$ cat src/rtl/byte_packer_8_to_32.sv
`default_nettype none
// ============================================================================
//  Module   : byte_packer_8_to_32
//  Purpose  : Reassembles an 8-bit byte stream into 32-bit words, least-
//             significant byte first (byte 0 -> [7:0], byte 3 -> [31:24]).
//             A small word FIFO absorbs output backpressure, and a
//             start-of-word marker re-aligns the lane counter.
//  Ports    : clock_i      rising-edge clock
//             reset_i      asynchronous, active-high reset
//             in_data_i    incoming byte
//             in_valid_i   in_data_i is valid
//             in_sop_i     byte is lane 0 of a new word (only on accept)
//             in_ready_o   packer can accept a byte this cycle
//             out_data_o   head word of the FIFO
//             out_valid_o  out_data_o holds a complete word
//             out_ready_i  consumer takes out_data_o this cycle
//             align_err_o  one-cycle pulse: partial word dropped by in_sop_i
//             word_cnt_o   words delivered (popped), wrapping
//  Revision : 1.0 - initial release
// ============================================================================
module byte_packer_8_to_32 #(
  parameter int DEPTH = 2,   // FIFO entries, power of two, >= 2
  parameter int CNT_W = 16   // delivered-word counter width
) (
  input  logic             clock_i,
  input  logic             reset_i,
  input  logic [7:0]       in_data_i,
  input  logic             in_valid_i,
  input  logic             in_sop_i,
  output logic             in_ready_o,
  output logic [31:0]      out_data_o,
  output logic             out_valid_o,
  input  logic             out_ready_i,
  output logic             align_err_o,
  output logic [CNT_W-1:0] word_cnt_o
);

  localparam int AW = $clog2(DEPTH);
  localparam int FW = $clog2(DEPTH) + 1;
  localparam logic [FW-1:0] C_DEPTH = FW'(DEPTH);

  typedef enum logic [1:0] {
    LANE0 = 2'd0,
    LANE1 = 2'd1,
    LANE2 = 2'd2,
    LANE3 = 2'd3
  } lane_e;

  lane_e             lane_q, lane_d;
  logic [23:0]       asm_q, asm_d;      // lanes 0..2; lane 3 goes straight to the FIFO
  logic [31:0]       mem_q [DEPTH];
  logic [AW-1:0]     rd_ptr_q, rd_ptr_d;
  logic [AW-1:0]     wr_ptr_q, wr_ptr_d;
  logic [FW-1:0]     fill_q, fill_d;
  logic              in_ready_q, in_ready_d;
  logic              out_valid_q, out_valid_d;
  logic              align_err_q, align_err_d;
  logic [CNT_W-1:0]  word_cnt_q, word_cnt_d;

  logic w_accept;
  logic w_pop;
  logic w_resync;
  logic w_push;

  assign w_accept = in_valid_i && in_ready_q;
  assign w_pop    = out_valid_q && out_ready_i;
  // A start-of-word marker on anything but lane 0 throws away the partial word.
  assign w_resync = w_accept && in_sop_i && (lane_q != LANE0);
  assign w_push   = w_accept && !w_resync && (lane_q == LANE3);

  always_comb begin
    lane_d      = lane_q;
    asm_d       = asm_q;
    align_err_d = 1'b0;

    if (w_resync) begin
      asm_d[7:0]  = in_data_i;
      lane_d      = LANE1;
      align_err_d = 1'b1;
    end else if (w_accept) begin
      case (lane_q)
        LANE0: begin asm_d[7:0]   = in_data_i; lane_d = LANE1; end
        LANE1: begin asm_d[15:8]  = in_data_i; lane_d = LANE2; end
        LANE2: begin asm_d[23:16] = in_data_i; lane_d = LANE3; end
        LANE3: begin lane_d = LANE0; end
        default: lane_d = LANE0;
      endcase
    end

    // Pointers are log2(DEPTH) bits wide, so they wrap modulo DEPTH for free.
    wr_ptr_d = w_push ? wr_ptr_q + 1'b1 : wr_ptr_q;
    rd_ptr_d = w_pop  ? rd_ptr_q + 1'b1 : rd_ptr_q;

    case ({w_push, w_pop})
      2'b10:   fill_d = fill_q + 1'b1;
      2'b01:   fill_d = fill_q - 1'b1;
      default: fill_d = fill_q;
    endcase

    word_cnt_d = w_pop ? word_cnt_q + 1'b1 : word_cnt_q;

    // Handshake outputs are computed from next state and registered, so
    // in_ready_o never depends combinationally on out_ready_i.
    out_valid_d = (fill_d != '0);
    in_ready_d  = (lane_d != LANE3) || (fill_d < C_DEPTH);
  end

  always_ff @(posedge clock_i or posedge reset_i) begin
    if (reset_i) begin
      lane_q      <= LANE0;
      asm_q       <= '0;
      for (int i = 0; i < DEPTH; i++) begin
        mem_q[i] <= '0;
      end
      rd_ptr_q    <= '0;
      wr_ptr_q    <= '0;
      fill_q      <= '0;
      in_ready_q  <= 1'b1;
      out_valid_q <= 1'b0;
      align_err_q <= 1'b0;
      word_cnt_q  <= '0;
    end else begin
      lane_q      <= lane_d;
      asm_q       <= asm_d;
      if (w_push) begin
        mem_q[wr_ptr_q] <= {in_data_i, asm_q};
      end
      rd_ptr_q    <= rd_ptr_d;
      wr_ptr_q    <= wr_ptr_d;
      fill_q      <= fill_d;
      in_ready_q  <= in_ready_d;
      out_valid_q <= out_valid_d;
      align_err_q <= align_err_d;
      word_cnt_q  <= word_cnt_d;
    end
  end

  assign in_ready_o  = in_ready_q;
  assign out_valid_o = out_valid_q;
  assign out_data_o  = mem_q[rd_ptr_q];
  assign align_err_o = align_err_q;
  assign word_cnt_o  = word_cnt_q;

endmodule
`default_nettype wire

$ cat config.mk
export PLATFORM = sky130hd
export DESIGN_NAME = byte_packer_8_to_32
export DESIGN_NICKNAME = d
export VERILOG_FILES = /design/src/rtl/byte_packer_8_to_32.sv
export SDC_FILE = /design/constraint.sdc
export NUM_CORES = 1
export LEC_CHECK = 0
export ABC_AREA = 1
export CAP_MARGIN = 10
export CORE_ASPECT_RATIO = 0.6
export CORE_MARGIN = 5
export CORE_UTILIZATION = 53
export CTS_BUF_LIST = sky130_fd_sc_hd__clkbuf_4 sky130_fd_sc_hd__clkbuf_8
export CTS_CLUSTER_SIZE = 28
export DETAILED_ROUTE_END_ITERATION = 10
export PLACE_DENSITY = 0.77
export SYNTH_ARGS = -nofsm -noshare
export SYNTH_HDL_FRONTEND = slang
export SYNTH_SLANG_ARGS = --single-unit
$ cat constraint.sdc
create_clock -name clock_i -period 4.5 [get_ports clock_i]
set_input_delay 0.45 -clock clock_i [delete_from_list [all_inputs] [get_ports clock_i]]
set_output_delay 0.45 -clock clock_i [all_outputs]
set_load 0.01 [all_outputs]
Word-level counts from Yosys, hierarchy flattened --
Index checks and enable logic that the tools add are counted.
Word-level totals: bits in registers 113, latch bits 0, bits in writable memories 0, bits in read-only memories 0, input bits 13, output and inout port bits 51, logic and storage cells 62, memories kept 0
Operators by class: add/subtract/negate cells 5, $mul 0, div/mod/pow operators 0, order comparisons 4, equal/unequal tests 6, shifts and indexed selects 0, muxes and demuxes 14, bitwise gates (word level) 3, reductions and logical operators 17
Operator list (number):
- 32-bit 2-to-1 mux | 4
- 64-bit bitwise mux | 1
- 32-bit demux with 1-bit select | 1
- 8-bit 2-to-1 mux | 3
- 16-bit by 1-bit adder with 16-bit output (second input constant) | 1
- 2-bit case mux with 4 select lines | 1
- 2-bit nonzero test | 4
- 1-bit logical AND | 7
- 2-bit equality test (second input constant) | 3
- 3-bit AND reduction | 2
- 2-bit by 1-bit equality test with 1-bit output (second input constant) | 2
- 2-bit greater-or-equal comparator (second input constant) | 2
- 2-bit 2-to-1 mux | 2
- 1-bit inverter with 2-bit output | 2
- 2-bit case mux with 2 select lines | 1
- 1-bit adder (second input constant) | 2
- 2-bit by 1-bit adder with 2-bit output (second input constant) | 1
- 2-bit logical NOT | 1
- 2-bit by 1-bit < comparator with 1-bit output (second input constant) | 1
- 2-bit < comparator (second input constant) | 1
- 2-bit != test (second input constant) | 1
- 2-bit AND reduction | 1
- 2-bit by 1-bit subtractor with 2-bit output (second input constant) | 1
- 1-bit logical NOT | 1
- 3 further kinds | 3

Logic depth before layout (Yosys ltp) --
Gate-level depths: netlist of run 1.
depth in word-level cells 10, depth in mapped cells 13, mapped depth without buffers 13

Worst setup path before layout of run 1 --
OpenSTA, ideal clock, no wires.
path kind reg-to-reg, from register lane_q[0], to register in_ready_q, in the netlist in_ready_o, library setup time 90 ps, data arrival time 1814 ps, data required time 4410 ps, slack 2596 ps, stages on the path, launching flop included 13, path buffers 0, clock period less this slack 1904 ps, cells stage by stage dfrtp_1 -> inv_1 -> ha_1 -> inv_1 -> nand2_2 -> nor2_8 -> nor2_8 -> nand2_1 -> ha_1 -> or2_2 -> nand2_1 -> xor2_1 -> nand3_1
Between the ends: word-level cells in the longest chain between the ends 9, elaborated cells between the ends (all ways) 18, those cells by class 1 x order compare; 6 x eq/ne; 4 x mux; 7 x reduce/logical
RTL lines:
- from (decl) | RTL line 49 | lane_e lane_q, lane_d;
- from (signal assigned) | RTL line 123 | lane_q <= lane_d;
- 2-bit nonzero test | RTL line 68 | assign w_resync = w_accept && in_sop_i && (lane_q != LANE0);
- 1-bit logical AND | RTL line 68
- 1-bit logical NOT | RTL line 69 | assign w_push = w_accept && !w_resync && (lane_q == LANE3);
- 1-bit logical AND | RTL line 69
- 1-bit logical AND (*) | RTL line 69
- 2-bit by 1-bit equality test with 1-bit output / 2-bit equality test (equally long branches) | RTL line 94 | case ({w_push, w_pop})
- 2-bit case mux with 2 select lines (*) | RTL line 94
- via fill_d[1] | RTL line 54 | logic [FW-1:0] fill_q, fill_d;
- 2-bit < comparator (*) | RTL line 105 | in_ready_d = (lane_d != LANE3) || (fill_d < C_DEPTH);
- 1-bit logical OR (*) | RTL line 105
- via in_ready_d | RTL line 55 | logic in_ready_q, in_ready_d;
- to (signal assigned) | RTL line 131 | in_ready_q <= in_ready_d;
- to (decl) | RTL line 55
The timed path passes the listed nets; every way through them passes the cells marked *. A chain may end at the register's enable or synchronous reset.

Worst setup path in the final report of run 1 --
from register rd_ptr_q, to output port out_data_o[22]
Between the ends: word-level cells in the longest chain between the ends 4
RTL lines:
- from (decl) | RTL line 52 | logic [AW-1:0] rd_ptr_q, rd_ptr_d;
- from (signal assigned) | RTL line 128 | rd_ptr_q <= rd_ptr_d;
- 1-bit inverter with 2-bit output (implied by the code) | RTL line 140 | assign out_data_o = mem_q[rd_ptr_q];
- 32-bit 2-to-1 mux (implied by the code) (3 in a row) | RTL line 140
- to (decl) | RTL line 31 | output logic [31:0] out_data_o,
No other way between the ends. The select of a mux whose other input is x is not followed.

==> results of run 1 <==
cell usage in the layout, fill, tap and decap left out, drive strengths merged, types with 5 or more instances in the layout:
cell	instances
nand4	5
xor2	7
dfrtp	112
clkbuf	25
inv	53
nor3	5
o21ai	89
clkdlybuf4s50	63
ha	6
nand3	8
nand2	218
xnor2	7
nor2	17
cell families after synthesis:
logic type	Yosys count	synth area share [%]
AO/OA/AOI/OAI	91	10.7
XOR/XNOR	14	2.47
adder cells (fa/ha/maj)	6	1.51
buffers and inverters	77	7.04
flip-flops	113	57.0
AND/OR/NAND/NOR	254	21.2
power by group:
group	internal [mW]	total, mW	leakage, nW	switching [mW]
registers	1.41	1.65	1.43	0.241
clock network	0.585	0.972	0.215	0.387
logic	0.688	1.54	1.38	0.854
total	2.68	4.17	3.02	1.48
through the flow:
step	setup slack, ns	cell area [µm²]	util, %
after floorplan	1.06	4960	-
after global placement	1.59	5640	61.6
after detailed placement	1.55	5640	61.6
after CTS	1.07	6050	66.1
after global routing	0.849	6050	66.1
final	1.06	6050	66.1
final timing paths:
kind,startpoint,end,slack (ns),cells after the start
min,reset_i,mem_q[50],0.44,2
max reg2reg,lane_q[0],mem_q[42],1.91,10
max in group asynchronous,reset_i,mem_q[22],3.13,3
min in group clock_i,asm_q[17],asm_q[17],0.48,2
max,rd_ptr_q,out_data_o[22],1.06,5
min reg2reg,asm_q[17],asm_q[17],0.48,2
layout make-up:
type,instances,area share [%]
Multi-Input combinational cell,365,29.5
Timing Repair Buffer,67,10.9
Clock buffer,25,5.48
Tap cell,130,2.69
Inverter,54,3.39
Sequential cell,113,46.8
Clock inverter,5,1.24
metal layers:
metal  wire, µm  vias up  track usage, %
met1       5400     1776            30.6
met3        537        8            5.51
li1           -     1865               -
met2       4800       97            29.7
met5          0        -               0
met4         63        0            5.45
registers in the layout (all words and copies together), names as in the netlist:
register / count
in_ready_o: 1
align_err_o: 1
asm_q: 24
mem_q: 64
rd_ptr_q: 1
word_cnt_o: 16
lane_q: 2
out_valid_o: 1
wr_ptr_q: 1
fill_q: 2
critical path: stages, from the launching register on:
cell,delay [ns]
dfrtp_1,0.32
buf_4,0.34
clkinv_1,0.99
nand2_1,0.31
nand2_1,0.11
clkdlybuf4s50_1,0.49
==> out/qor.yml, run 1 <==
core_area_um2: 9160
ir_worst_vdd_mv: 0.376
synth_top_area_share_pct: 56.5
drt_wl_total_um: 10800
instances_no_fill: 759
pwr_density_cell_nw_per_um2: 689
route.detailed.drc: 0
setup.worst_path.end_class: "output port"
cts_hold_buf: 0
multi_input_area_um2: 1780
placed_cells_incl_taps: 729
syn_nets: 574
outcome: "completed"
synthFlopType: "dfrtp_1"
cp.arrival_ns: 2.99
worst-slew-pin-transition_ns: 1.13
track_usage_pct: 20.5
first_pass_iters: 5
drt-initial-drc-count: 227
grt_pass1_vias: 3737
p_total_mw: 4.17
cts_setup_buffers: 0
synthArstFlopShare_pct: 100
final-seq-area_um2: 2830
nNetsFinal: 637
worstPathRequired_ns: 4.05
yosys.area.top_type: "dfrtp_1"
syn_avg_cell_area_um2: 8.94
total_leakage_power_nw: 3.02
crit_path_max_fanout: 33
clk_latency_ns: 0.42
rsz0062_at_grt: "false"
rows: 27
antennaDiodeCount: 0
fin_skew_ns: 0.00814
die_h_um: 84.9
ys_seq_elements: 113
synth_edf_count: 0
yosys_warnings: 0
antenna_found_initial: 0
cts_root_buf: "clkbuf_8"
hold_ws_ns: 0.445
start_kind: "register"
timing.fmax_mhz: 291
syn_area_um2: 4960
cts_htree_levels: 4
place.gp.congestion: 0.820
area_growth_pct: 21.9
dp_hpwl_um: 7210
grt_pass1_wl_um: 18600
cap_violations: 0
grt_overflow: 0
hold_violations: 0
ios: 64
hold_class: "input pin to asynchronous set/reset pin"
die-area_um2: 11500
antenna_left: 0
via_per_inst: 4.94
synth.top_cells.by_count: "nand2_1, dfrtp_1, inv_1"
yosysSeqAreaShare_pct: 57.0
post_cts_resized: 0
synth_top_cells_by_area: "dfrtp_1, nand2_1, o21ai_1, inv_1, o21ai_2"
portBuffers: 63
initial_utilization_pct: 54.2
path_class: "register to output port"
drt-wirelength-per-cell_um: 14.2
clk_pin_slew_ns: 0.06
final_layout_size_suffix_gt1_share_pct: 10.5
clock_sinks: 113
grt_max_degree: 65
timing.slew.headroom_pct: 24.0
cts_made_buffers: 17
min_period_ns: 3.44
vias: 3746
max-clock-path-buffers: 2
maxSlewViolCount: 0
netlist_instances: 555
setup-violations-final: 0
synth.most_common_cell: "nand2_1"
fin_tns_setup_ns: 0
ys_types: 28
finalCritPeriodShare_pct: 76.4
fillers: 747
cts_tree: "yes"
dieWidth_um: 135
Note: power is estimated with default switching activity, not from simulation.
==> run 2: changes to the inputs <==
==> constraint.sdc (replaced) <==
create_clock -name clock_i -period 3.3 [get_ports clock_i]
set_input_delay 0.33 -clock clock_i [delete_from_list [all_inputs] [get_ports clock_i]]
set_output_delay 0.33 -clock clock_i [all_outputs]
set_load 0.01 [all_outputs]
==> out/qor.yml, run 2 (synthesis gave the netlist of run 1 again) <==
outcome: "completed"  # unchanged
hold_violations: 0  # unchanged
final_common_cell: "nand2_1"  # unchanged
r2r-start: "lane_q[0]"  # unchanged
fin_skew_ns: 0.00967  # was 0.00814 ns
post_cts_resized: 0  # unchanged
area_growth_pct: 22.4  # was 21.9%
route.detailed.drc: 0  # unchanged
grt_overflow: 0  # unchanged
setup-violations-final: 0  # unchanged
antenna_found_initial: 0  # unchanged
initial_utilization_pct: 54.2  # unchanged
cts_made_buffers: 17  # unchanged
worstSetupEndpoint: "out_data_o[19]"  # was out_data_o[22]
max-clock-path-buffers: 2  # unchanged
clock_sinks: 113  # unchanged
grt_max_degree: 114  # was 65
start_kind: "register"  # unchanged
track_usage_pct: 20.2  # was 20.5%
dp_worst_setup_slack_ns: 1.04  # was 1.55 ns
top_register: "mem_q"  # unchanged
cts_htree_levels: 4  # unchanged
place.gp.congestion: 0.774  # was 0.820
min_period_ns: 2.48
final_area_um2: 6070  # was 6050 µm²
portBuffers: 63  # unchanged
die_h_um: 84.9  # unchanged
seq_power_share_pct: 39.3  # was 39.7%
finalCritPeriodShare_pct: 75.2
cap_violations: 0  # unchanged
instances_no_fill: 761  # was 759
crit_path_max_fanout: 21  # was 33
timing.rr.end: "out_valid_o"  # was mem_q[42]
timing.slew.headroom_pct: 30.3  # was 24.0%
drt-initial-drc-count: 342  # was 227
clkPwrFrac_pct: 23.7  # was 23.3%
cp.arrival_ns: 2.15  # was 2.99 ns
total_leakage_power_nw: 3.02  # about the same
timing.fmax_mhz: 403
drt_wl_total_um: 10700  # was 10800 µm
antennaDiodeCount: 0  # unchanged
via_per_inst: 4.95  # was 4.94
placed_cells_incl_taps: 729  # unchanged
hold_ws_ns: 0.386  # was 0.445 ns
setup.worst_path.end_class: "output port"  # unchanged
worstPathRequired_ns: 2.97  # was 4.05 ns
rsz0062_at_grt: "false"  # unchanged
nNetsFinal: 637  # unchanged
fin_tns_setup_ns: 0  # unchanged
final_cell_mix: "nand2_1, dfrtp_1, clkdlybuf4s50_1"  # unchanged
maxSlewViolCount: 0  # unchanged
cts_tree: "yes"  # unchanged
grt_pass1_wl_um: 18200  # was 18600 µm
dp_hpwl_um: 6990  # was 7210 µm
placed_area_um2: 5650  # was 5640 µm²
p_sw_share_pct: 35.8  # was 35.6%
cts_hold_buf: 0  # unchanged
setup_ws_ns: 0.817  # was 1.06 ns
p_int_mw: 3.68  # was 2.68 mW
ir_worst_vdd_mv: 0.480  # was 0.376 mV
switchingPower_mw: 2.05  # was 1.48 mW
largest_reg_flops: 64  # unchanged
clk_latency_ns: 0.42  # about the same
clk_pin_slew_ns: 0.07  # was 0.06 ns
rows: 27  # unchanged
grt_pass1_vias: 3731  # was 3737
first_pass_iters: 4  # was 5
rr_worst_depth: 13  # was 10
ff2ff_setup_slack_ns: 1.16  # was 1.91 ns
pwr_density_cell_nw_per_um2: 943  # was 689 nW/µm²
die-area_um2: 11500  # unchanged
crit_start: "rd_ptr_q"  # unchanged
hold_class: "input pin to asynchronous set/reset pin"  # unchanged
cts_root_buf: "clkbuf_8"  # unchanged
dieWidth_um: 135  # unchanged
worst-slew-pin-transition_ns: 1.04  # was 1.13 ns
antenna_left: 0  # unchanged
core_area_um2: 9160  # unchanged
drt-wirelength-per-cell_um: 14.1  # was 14.2 µm
final_layout_size_suffix_gt1_share_pct: 10.8  # was 10.5%
vias: 3767  # was 3746
path_class: "register to output port"  # unchanged
cts_setup_buffers: 0  # unchanged
ios: 64  # unchanged
combPwrFrac_pct: 37.0  # about the same
run 2: cell count changes in the layout (fill, tap and decap cells not counted), sizes merged:
cell      before  now
clkbuf        25   21
clkinv         4    7
clkinvlp       0    3
bufinv         2    3
inv           53   52
run 2: worst min-delay path by stage:
stage                     end  slack (ns)  depth (start not counted)
global placement     asm_q[7]        0.47                          2
detailed placement  mem_q[43]        0.47                          2
CTS                  mem_q[0]        0.44                          3
finish               mem_q[0]        0.39                          3
global route         mem_q[5]        0.47                          3
floorplan            asm_q[0]        0.45                          2
run 2: cell type report:
cell class,count,area [µm²]
multi-input combinational,365,1780
timing repair buffer,67,673
sequential,113,2830
inverter,54,206
tap,130,163
fill,743,3080
clock buffer,21,283
clock inverter,11,135
run 2: worst max-delay path, cell delays in order, from the launching register on:
cell and delay, ns:
dfrtp_1 0.35, clkinv_1 0.34, buf_4 0.37, nand2_1 0.09
nand2_1 0.08, clkdlybuf4s50_1 0.49
run 2: routing by layer:
layer  global-route usage (%)  part of all wire [%]  vias to the layer above
li1                         -                     -                     1866
met1                     28.2                    48                     1776
met2                     30.8                    45                      108
met3                     5.21                   5.3                       17
met4                     7.12                   1.6                        0
met5                        0                     0                        -
run 2: per-stage QoR:
stage / power (mW) / util (%)
2_1_floorplan: 3.52 / -
3_3_place_gp: 4.30 / 61.8
3_5_place_dp: 4.39 / 61.8
4_1_cts: 5.77 / 66.3
5_1_grt: 6.14 / 66.3
6_report: 5.73 / 66.3
run 2: power groups by stage:
stage | sequential, mW | clock, mW | combinational [mW]
after global placement | 2.24 | 0 | 2.06
after detailed placement | 2.26 | 0 | 2.13
final | 2.25 | 1.36 | 2.12
after floorplan | 2.20 | 0 | 1.32
after global routing | 2.32 | 1.45 | 2.38
after CTS | 2.25 | 1.38 | 2.15
==> run 3: changes to the inputs <==
--- a/config.mk
+++ b/config.mk
@@ -9,11 +9,11 @@
 export CAP_MARGIN = 10
 export CORE_ASPECT_RATIO = 0.6
 export CORE_MARGIN = 5
-export CORE_UTILIZATION = 53
+export CORE_UTILIZATION = 52
 export CTS_BUF_LIST = sky130_fd_sc_hd__clkbuf_4 sky130_fd_sc_hd__clkbuf_8
 export CTS_CLUSTER_SIZE = 28
 export DETAILED_ROUTE_END_ITERATION = 10
-export PLACE_DENSITY = 0.77
+export PLACE_DENSITY = 0.79
 export SYNTH_ARGS = -nofsm -noshare
 export SYNTH_HDL_FRONTEND = slang
 export SYNTH_SLANG_ARGS = --single-unit
==> constraint.sdc (replaced) <==
create_clock -name clock_i -period 2.25 [get_ports clock_i]
set_input_delay 0.225 -clock clock_i [delete_from_list [all_inputs] [get_ports clock_i]]
set_output_delay 0.225 -clock clock_i [all_outputs]
set_load 0.01 [all_outputs]
==> out/qor.yml, run 3 (synthesis gave the netlist of run 1 again) <==
vias: 3825  # was 3767
instances_no_fill: 767  # was 761
timing.slew.headroom_pct: 57.7  # was 30.3%
antennaDiodeCount: 0  # unchanged
area_growth_pct: 23.5  # was 22.4%
rr_worst_depth: 12  # was 13
timing.fmax_mhz: 469
grt_pass1_vias: 3648  # was 3731
grt_overflow: 0  # unchanged
drt_wl_total_um: 11000  # was 10700 µm
min_period_ns: 2.13
crit_path_max_fanout: 22  # was 21
portBuffers: 63  # unchanged
grt_use_met3_pct: 5.69  # was 5.21%
start_kind: "register"  # unchanged
pwr_density_cell_nw_per_um2: 1360  # was 943 nW/µm²
outcome: "completed"  # unchanged
hold_class: "input pin to asynchronous set/reset pin"  # unchanged
fin_util_pct: 66.4  # was 66.3%
drt-wirelength-per-cell_um: 14.4  # was 14.1 µm
final_area_um2: 6130  # was 6070 µm²
fillers: 734  # was 743
slowest_delay_ns: 0.56  # was 0.49 ns
antenna_left: 0  # unchanged
hold_ws_ns: 0.206  # was 0.386 ns
cts_made_buffers: 17  # unchanged
placed_cells_incl_taps: 735  # was 729
nNetsFinal: 643  # was 637
hold_violations: 0  # unchanged
final_layout_size_suffix_gt1_share_pct: 11.9  # was 10.8%
cts_setup_buffers: 0  # unchanged
die_h_um: 85.7  # was 84.9 µm
cts_root_buf: "clkbuf_8"  # unchanged
rows: 27  # unchanged
initial_utilization_pct: 53.8  # was 54.2%
via_per_inst: 4.99  # was 4.95
setup.worst_path.end_class: "output port"  # unchanged
clk_pin_slew_ns: 0.07  # about the same
finalCritPeriodShare_pct: 94.8
die-area_um2: 11700  # was 11500 µm²
antenna_found_initial: 0  # unchanged
ir_worst_vdd_mv: 0.714  # was 0.480 mV
path_class: "register to output port"  # unchanged
first_pass_iters: 5  # was 4
dp_hpwl_um: 7590  # was 6990 µm
clk_latency_ns: 0.42  # about the same
clock_sinks: 113  # unchanged
grt_max_degree: 66  # was 114
worst-slew-pin-transition_ns: 0.634  # was 1.04 ns
grt_use_met2_pct: 30.2  # was 30.8%
max-clock-path-buffers: 2  # unchanged
worstPathRequired_ns: 2.03  # was 2.97 ns
cp.arrival_ns: 1.91  # was 2.15 ns
dieWidth_um: 136  # was 135 µm
ios: 64  # unchanged
cts_htree_levels: 4  # unchanged
p_total_mw: 8.32  # was 5.73 mW
setup-violations-final: 0  # unchanged
use_met1_pct: 29.1  # was 28.2%
top_register: "mem_q"  # unchanged
final_common_cell: "nand2_1"  # unchanged
place.gp.congestion: 0.875  # was 0.774
largest_reg_flops: 64  # unchanged
route.detailed.drc: 0  # unchanged
cap_violations: 0  # unchanged
cts_tree: "yes"  # unchanged
crit_chain: "clkinv_1 > buf_4 > nand2_1 > nand2_1 > clkdlybuf4s50_1"  # unchanged
track_usage_pct: 20.4  # was 20.2%
grt_pass1_wl_um: 18400  # was 18200 µm
final_cell_mix: "nand2_1, dfrtp_1, clkdlybuf4s50_1"  # unchanged
total_leakage_power_nw: 3.06  # was 3.02 nW
top_usage_layer: "met2"  # unchanged
drt-initial-drc-count: 306  # was 342
slowest_stage: "clkdlybuf4s50_1"  # unchanged
core_area_um2: 9220  # was 9160 µm²
fin_skew_ns: 0.00968  # was 0.00967 ns
path_common_cell: "nand2_1"  # unchanged
placed_area_um2: 5740  # was 5650 µm²
maxSlewViolCount: 0  # unchanged
## run 3: final cells by class
class                      instances  area, µm²  area share, %
multi-input combinational        365       1790           29.3
sequential                       113       2830           46.2
clock buffer                      20        263           4.29
clock inverter                    12        116           1.90
tap                              130        163           2.65
inverter                          54        206           3.37
timing repair buffer              73        756           12.3
## run 3: timing repair
| action | 4_1_cts | 5_1_grt |
|---|---|---|
| gates resized for setup | 0 | 2 |
| setup endpoints to repair | 0 | 2 |
| hold endpoints to repair | 0 | 0 |
| hold buffers | 0 | 0 |
## run 3: metrics by stage
stage,setup TNS (ns),setup slack [ns]
final,0,0.116
after global routing,-0.0289,-0.0189
after CTS,0,0.0858
after detailed placement,0,0.104
after global placement,0,0.159
after floorplan,0,0.346
## run 3: routing by layer
layer | vias up | wire [µm]
met5 | - | 0
met4 | 0 | 149
met3 | 13 | 588
met2 | 97 | 5040
met1 | 1837 | 5240
li1 | 1878 | -
## run 3: path summary, 6_finish.rpt
check | from | end | slack (ns)
hold / removal | reset_i | mem_q[0] | 0.21
setup reg to reg | lane_q[0] | in_ready_o | 0.12
setup / recovery | rd_ptr_q | out_data_o[21] | 0.12
max in group asynchronous | reset_i | asm_q[20] | 1.42
hold reg to reg | asm_q[16] | asm_q[16] | 0.49
min in group clock_i | asm_q[16] | asm_q[16] | 0.49
## run 3: critical path, delay by kind of cell (launching register included)
family	cells	cell delay, ns
flops	1	0.40
buf+inv	3	0.90
simple gates	2	0.19
## run 3: power breakdown
part	switching [mW]	leakage, nW	internal, mW	total (mW)
sequential	0.474	1.43	2.82	3.29
combinational	1.76	1.42	1.44	3.20
clock	0.802	0.202	1.02	1.82
total	3.04	3.06	5.28	8.32
